===== src/rtl/vscale_irq_timer_csr.sv =====
// Machine-mode interrupt and timer CSR unit: external interrupt capture (edge/level),
// 64-bit mtime/mtimecmp with sticky mtip, and a fixed-priority cause encoder.
module vscale_irq_timer_csr #(
  parameter int                N_EXT        = 8,
  parameter int                TIMER_WIDTH  = 64,
  parameter logic [N_EXT-1:0]  EDGE_DEFAULT = '0
) (
  input  logic              clk,
  input  logic              reset,
  input  logic [N_EXT-1:0]  ext_interrupts,
  input  logic [11:0]       csr_addr,
  input  logic [2:0]        csr_cmd,
  input  logic [31:0]       csr_wdata,
  output logic [31:0]       csr_rdata,
  output logic              csr_defined,
  input  logic [1:0]        prv,
  input  logic              ie,
  input  logic              interrupt_taken,
  output logic              interrupt_pending,
  output logic              interrupt_request,
  output logic [3:0]        interrupt_code
);

  localparam logic [11:0] ADDR_MIE       = 12'h304;
  localparam logic [11:0] ADDR_MTIMECMP  = 12'h321;
  localparam logic [11:0] ADDR_MTIMECMPH = 12'h361;
  localparam logic [11:0] ADDR_MIP       = 12'h344;
  localparam logic [11:0] ADDR_MTIME     = 12'h701;
  localparam logic [11:0] ADDR_MTIMEH    = 12'h741;
  localparam logic [11:0] ADDR_MEXTMODE  = 12'h7C0;

  localparam logic [1:0] PRV_M = 2'b11;

  localparam logic [31:0] MIE_MASK = (32'((64'd1 << N_EXT) - 64'd1) << 8) | 32'h0000_0088;

  logic [N_EXT-1:0]       s1_q, s1_d;
  logic [N_EXT-1:0]       s2_q, s2_d;
  logic [N_EXT-1:0]       pend_q, pend_d;
  logic [N_EXT-1:0]       mode_q, mode_d;
  logic [31:0]            mie_q, mie_d;
  logic                   msip_q, msip_d;
  logic                   mtip_q, mtip_d;
  logic [TIMER_WIDTH-1:0] mtime_q, mtime_d;
  logic [TIMER_WIDTH-1:0] mtimecmp_q, mtimecmp_d;

  logic [31:0] mip_rd;
  logic [31:0] pending_en;
  logic [31:0] wr_val;
  logic        wr_en;
  logic        wr_mie, wr_mip, wr_cmp, wr_cmph, wr_time, wr_timeh, wr_mode;
  logic        unused_cmd_access;

  assign unused_cmd_access = csr_cmd[2];

  // Level sources show the first synchronizer stage directly; edge sources show the latch.
  always_comb begin
    mip_rd    = '0;
    mip_rd[3] = msip_q;
    mip_rd[7] = mtip_q;
    for (int i = 0; i < N_EXT; i++) begin
      mip_rd[8+i] = mode_q[i] ? pend_q[i] : s1_q[i];
    end
  end

  always_comb begin
    csr_defined = 1'b1;
    csr_rdata   = '0;
    case (csr_addr)
      ADDR_MIE:       csr_rdata = mie_q;
      ADDR_MIP:       csr_rdata = mip_rd;
      ADDR_MTIMECMP:  csr_rdata = mtimecmp_q[31:0];
      ADDR_MTIMECMPH: csr_rdata = mtimecmp_q[TIMER_WIDTH-1:32];
      ADDR_MTIME:     csr_rdata = mtime_q[31:0];
      ADDR_MTIMEH:    csr_rdata = mtime_q[TIMER_WIDTH-1:32];
      ADDR_MEXTMODE:  csr_rdata = 32'(mode_q);
      default:        csr_defined = 1'b0;
    endcase
  end

  always_comb begin
    case (csr_cmd[1:0])
      2'b01:   wr_val = csr_wdata;
      2'b10:   wr_val = csr_rdata | csr_wdata;
      2'b11:   wr_val = csr_rdata & ~csr_wdata;
      default: wr_val = csr_rdata;
    endcase
  end

  assign wr_en    = csr_defined & (csr_cmd[1] | csr_cmd[0]);
  assign wr_mie   = wr_en & (csr_addr == ADDR_MIE);
  assign wr_mip   = wr_en & (csr_addr == ADDR_MIP);
  assign wr_cmp   = wr_en & (csr_addr == ADDR_MTIMECMP);
  assign wr_cmph  = wr_en & (csr_addr == ADDR_MTIMECMPH);
  assign wr_time  = wr_en & (csr_addr == ADDR_MTIME);
  assign wr_timeh = wr_en & (csr_addr == ADDR_MTIMEH);
  assign wr_mode  = wr_en & (csr_addr == ADDR_MEXTMODE);

  assign pending_en        = mip_rd & mie_q;
  assign interrupt_pending = |pending_en;
  assign interrupt_request = (prv == PRV_M) ? (ie & interrupt_pending) : interrupt_pending;

  // Lowest external index wins, so it is applied last.
  always_comb begin
    interrupt_code = 4'd0;
    if (pending_en[7]) interrupt_code = 4'd1;
    for (int i = N_EXT - 1; i >= 0; i--) begin
      if (pending_en[8+i]) interrupt_code = 4'(i + 2);
    end
  end

  always_comb begin
    s1_d = ext_interrupts;
    s2_d = s1_q;
    for (int i = 0; i < N_EXT; i++) begin
      if (!mode_q[i]) begin
        pend_d[i] = 1'b0;
      end else if (s1_q[i] & ~s2_q[i]) begin
        pend_d[i] = 1'b1;
      end else if ((wr_mip & ~wr_val[8+i]) ||
                   (interrupt_taken && (interrupt_code == 4'(i + 2)))) begin
        pend_d[i] = 1'b0;
      end else begin
        pend_d[i] = pend_q[i];
      end
    end
  end

  always_comb begin
    mie_d  = wr_mie  ? (wr_val & MIE_MASK) : mie_q;
    msip_d = wr_mip  ? wr_val[3]           : msip_q;
    mode_d = wr_mode ? wr_val[N_EXT-1:0]   : mode_q;
  end

  // A write to either mtime half replaces that cycle's increment.
  always_comb begin
    mtime_d = mtime_q + TIMER_WIDTH'(1);
    if (wr_time)  mtime_d = {mtime_q[TIMER_WIDTH-1:32], wr_val};
    if (wr_timeh) mtime_d = {wr_val, mtime_q[31:0]};

    mtimecmp_d = mtimecmp_q;
    if (wr_cmp)  mtimecmp_d[31:0]             = wr_val;
    if (wr_cmph) mtimecmp_d[TIMER_WIDTH-1:32] = wr_val;

    if (wr_cmp | wr_cmph) mtip_d = 1'b0;
    else                  mtip_d = mtip_q | (mtime_q >= mtimecmp_q);
  end

  always_ff @(posedge clk) begin
    if (reset) begin
      s1_q       <= '0;
      s2_q       <= '0;
      pend_q     <= '0;
      mode_q     <= EDGE_DEFAULT;
      mie_q      <= '0;
      msip_q     <= 1'b0;
      mtip_q     <= 1'b0;
      mtime_q    <= '0;
      mtimecmp_q <= '1;
    end else begin
      s1_q       <= s1_d;
      s2_q       <= s2_d;
      pend_q     <= pend_d;
      mode_q     <= mode_d;
      mie_q      <= mie_d;
      msip_q     <= msip_d;
      mtip_q     <= mtip_d;
      mtime_q    <= mtime_d;
      mtimecmp_q <= mtimecmp_d;
    end
  end

endmodule


===== config.mk =====
export PLATFORM = sky130hd
export DESIGN_NAME = vscale_irq_timer_csr
export DESIGN_NICKNAME = d
export VERILOG_FILES = /design/src/rtl/vscale_irq_timer_csr.sv
export SDC_FILE = /design/constraint.sdc
export NUM_CORES = 1
export LEC_CHECK = 0
export CAP_MARGIN = 20
export CORE_UTILIZATION = 30
export DETAILED_ROUTE_END_ITERATION = 6
export GPL_TIMING_DRIVEN = 0
export PLACE_DENSITY = 0.44
export SETUP_SLACK_MARGIN = 0.1
export SLEW_MARGIN = 20
export SYNTH_ARGS = -nofsm -noshare
export SYNTH_HDL_FRONTEND = slang
export SYNTH_SLANG_ARGS = --single-unit

===== constraint.sdc =====
create_clock -name clk -period 7.3 [get_ports clk]
set_input_delay 1.095 -clock clk [delete_from_list [all_inputs] [get_ports clk]]
set_output_delay 1.095 -clock clk [all_outputs]
set_load 0.02 [all_outputs]

Word level (Yosys, flattened, before mapping). Cells that the tools add are included.

$add $sub $neg: 1. Order comparisons: 1. Equal/unequal tests: 20. Multiplexer cells: 39. Bitwise logic cells: 56. Reduce and logical (&&, ||, !) cells: 35.

Operators by type and width (number): one-hot mux 32 bit (7 select lines) (1); two-way mux 64 bit (2); one-hot mux 32 bit (3 select lines) (1); adder 64 x 1 -> 64 bit, second input constant (1); greater-or-equal comparator 64 bit (1); == test 12 x 10 -> 1 bit, second input constant (4); == test 12 x 11 -> 1 bit, second input constant (3); bitwise AND 32 bit (1); two-way mux 4 bit (8); NOT 32 bit (1); bitwise OR 32 bit (1); OR reduction 32 bit (1); two-way mux 1 bit (27); bitwise AND 1 bit (25); NOT 1 bit (24); OR reduction 2 bit (9); bitwise AND 16 bit (1); == test 4 x 3 -> 1 bit, second input constant (4); nonzero test 2 bit (8); == test 4 x 2 -> 1 bit, second input constant (2); == test 4 bit, second input constant (2); logical AND 1 bit (8); logical OR 1 bit (8); OR reduction 7 bit (1); 4 further kinds (8).

Flip-flop bits (word level): 172.

Logic depth before layout (Yosys ltp).
Depth in word-level cells: 16. Gate-level depth with buffers: 11. Mapped depth without buffers: 9.

Least setup slack after synthesis. No wires, ideal clock.

Path type: input-to-output. From: input csr_addr[6]. To: output csr_rdata[16]. Data arrival time: 2.709 ns. Data required time: 6.205 ns. Slack: 3.496 ns. Cell stages on the path: 6. Cells stage by stage: clkbuf_1 buf_1 buf_2 buf_1 mux2i_1 o22ai_1.

Longest elaborated chain between the ends: 2. Elaborated cells on any way between the ends: 8. Those cells by class: eq/ne (7); mux (1).

Ends and longest elaborated chain: start, declared (RTL line 11) `input logic [11:0] csr_addr,`; == test 12 x 11 -> 1 bit or == test 12 x 10 -> 1 bit (tied branches) (RTL line 68) `case (csr_addr)`; one-hot mux 32 bit (7 select lines) * (RTL line 68); end, declared (RTL line 14) `output logic [31:0] csr_rdata,`.

Every way passes the cells marked *; elsewhere a longest branch is shown, timed or not.

Worst setup path after layout.
From: input csr_addr[10]. To: output csr_rdata[16].

Same word-level chain as after synthesis.

==> impl_results.md <==
- Outcome: complete, no violations
- Hold-critical path depth: 2
- Cell accounting for the most synthesized area: dfxtp_1
- Gpl congestion: 0.999
- Global-route wire length before repair: 93700 um
- Clock Latency Late Sink: 0.47 ns
- Root buffer cell: clkbuf_16
- CP max stage cell: clkbuf_1
- WL per Instance: 30.2 um
- Post-route setup TNS: 0 ns
- CTS Buf Count: 17
- Period minus WS final: 6.09 ns
- Vias per inst: 6.04
- Max-cap viol count: 0
- Global-route congestion overflow total: 0
- CORE AREA: 38900 sq um
- Postcts setup bufs: 0
- Sink Count: 172
- Post-synthesis average cell area: 7.57 sq um
- Die H: 201 um
- Synth Warn #: 0
- Post-DP HPWL: 50700 um
- RSZ-0062 raised after global routing: no
- Row cnt: 72
- H-Tree Depth: 4
- Share of cells above drive strength 1: 5.82%
- Share of the synthesized area in the top cell type: 28.9%
- Least-Margin Pin Slew: 1.18 ns
- Critical path peak fanout: 10
- Post-Synthesis Cells: 1572
- Final setup violation count: 0
- Syn_nets: 1698
- Sw Ratio: 27.5%
- Clk pwr share: 46.3%
- Top Ports: 100
- CP required: 6.20 ns
- Fin util: 36.4%
- Nets: 1815
- Clk slew on worst S/H paths: 0.07 ns
- Pwr dens: 157 nW/um^2
- CTS Buffer Depth: 2
- Seq cells post-synth: 172
- Worst EP arrival: 5.00 ns
- Initial Util: 30.6%
- Detailed-route via count: 13400
- Worst Skew: 0.0156 ns
- Count leader, synth: dfxtp_1
- Post-synthesis sequential area ratio: 28.9%
- Critical Path, Cell by Cell: clkdlybuf4s50_1, nor2b_1, nand4_1, clkbuf_1, buf_1, clkbuf_1, o22ai_1, clkdlybuf4s50_1
- Leak: 5.87 nW
- Area growth syn-to-layout: 19.1%
- Port buffer count: 94
- Initial antenna violation count: 1
- Post-synth EDFFs: 0
- Fmax: 164 MHz
- Post-route clock period utilization: 83.5%
- Remaining DRCs: 0
- Slew headroom: 21.3%
- CP startpoint kind: primary input
- Share of total power in combinational logic: 11.2%
- Worst r2r path cells: 8
- Net switching power figure: 0.000614 W
- Post-Syn Area: 11900 sq um
- Gates resized, CTS repair: 0
- P_int: 0.00161 W
- WS Path Type: primary input to primary output
- HP Class: flop to flop
- Dominant cells by area after synthesis: dfxtp_1, ha_1, a21oi_1
- Die Span X: 201 um
- Seq pwr share: 42.5%
- Post-synth ARST share: 0%
- Main flop type after synthesis: dfxtp_1
- GRT Util Overall: 32.6%
- Full die area: 40500 sq um
- Largest net degree at the start of global routing: 17
- Final ANT Viol Nets: 0
- Commonest cells in the netlist: dfxtp_1, nand2_1, a21oi_1
- Detailed Route WL: 67100 um
- Final-report hold violation count: 0
- Vias in the first global route: 12400
- Total iterations of the first detailed-routing run: 5
- Max Slew Vio Count: 0
- Cts hold-fix bufs: 0
- Detailed router's first-iteration violation count: 1740
- CTS tree: built
- Slowest stage delay, CP: 0.86 ns
- Crit path capture type: primary output
- Yosys cell types: 84
- Maximum vdd drop: 154 uV
==> layout make-up <==
class / count / area (sq um)
Fill cell: 4257 / 24700
Multi-Input combinational cell: 1214 / 7750
Sequential cell: 172 / 3440
Timing Repair Buffer: 98 / 965
Tap cell: 518 / 648
Clock buffer: 22 / 464
Buffer: 99 / 412
Inverter: 87 / 327
Clock inverter: 9 / 161
Antenna cell: 1 / 2.50
==> cells by family after synthesis <==
kind of cell    share of synthesized area, %
compound gates                          26.5
xor+xnor                                2.65
fa+ha+maj                               6.83
buf+inv                                 6.19
flops                                   28.9
mux                                     5.48
simple gates                            23.5
==> per-layer routing <==
| layer | routed length [um] | GRT usage (%) | up-vias |
|---|---|---|---|
| li1 | - | - | 6006 |
| met1 | 30100 | 46.5 | 6528 |
| met2 | 28400 | 48.0 | 748 |
| met3 | 6310 | 6.56 | 116 |
| met4 | 2360 | 12.2 | 0 |
| met5 | 0 | 0 | - |
==> power groups by stage <==
stage                     registers (W)  clock network (W)  logic, W
after floorplan                0.000967                  0  0.000111
after global placement         0.000970                  0  0.000239
after detailed placement       0.000970                  0  0.000241
after CTS                      0.000948            0.00104  0.000242
after global routing           0.000948            0.00108  0.000256
final                          0.000948            0.00103  0.000249
==> path summary, 6_finish.rpt <==
kind | slack (ns) | end | from
max | 1.21 | csr_rdata[16] | csr_addr[10]
min | 0.47 | pend_q[3]$_SDFFE_PP0P_ | s2_q[3]$_SDFF_PP0_
max reg2reg | 3.90 | mtime_q[58]$_SDFFE_PP0P_ | mtime_q[1]$_SDFFE_PP0N_
min reg2reg | 0.47 | pend_q[3]$_SDFFE_PP0P_ | s2_q[3]$_SDFF_PP0_
==> sequential cells by signal (all words and copies together) (netlist names) <==
register,cells
mtimecmp_q,64
pend_q,8
mie_q,10
s1_q,8
mtip_q,1
s2_q,8
mode_q,8
msip_q,1
mtime_q,64
==> cells in the final DEF, fill, tap and decap left out, types with 22 or more instances in the layout <==
cell type        count
ha_1                65
buf_2               27
clkbuf_1            68
o211ai_1            27
xor2_1              22
a22oi_1             22
a21oi_1            144
a31oi_1             22
clkdlybuf4s50_1     94
mux2i_1             55
dfxtp_1            172
a211oi_1            30
nor3_1              31
nand4_1             30
nor2b_1             23
o22ai_1             25
nand2_1            170
inv_1               84
o21ai_0             95
nor2_1             143
nand3_1             38
==> worst max-delay path: cells and delay by family <==
kind                   cells  cell delay [ns]
AOI/OAI and AO/OA          1             0.20
buffers and inverters      5             3.29
and+or+nand+nor            2             0.39
==> stage by stage <==
step	hold WS, ns	total power, W	worst slack (ns)	cells	instance area [sq um]
detailed placement	0.459	0.00121	1.39	2188	13500
finish	0.475	0.00223	1.21	2220	14200
floorplan	0.439	0.00108	3.50	1572	11900
CTS	0.477	0.00223	1.38	2219	14200
global placement	0.449	0.00121	1.31	2184	13500
global route	0.500	0.00228	1.18	2219	14200
Note: power is estimated with default switching activity, not from simulation.
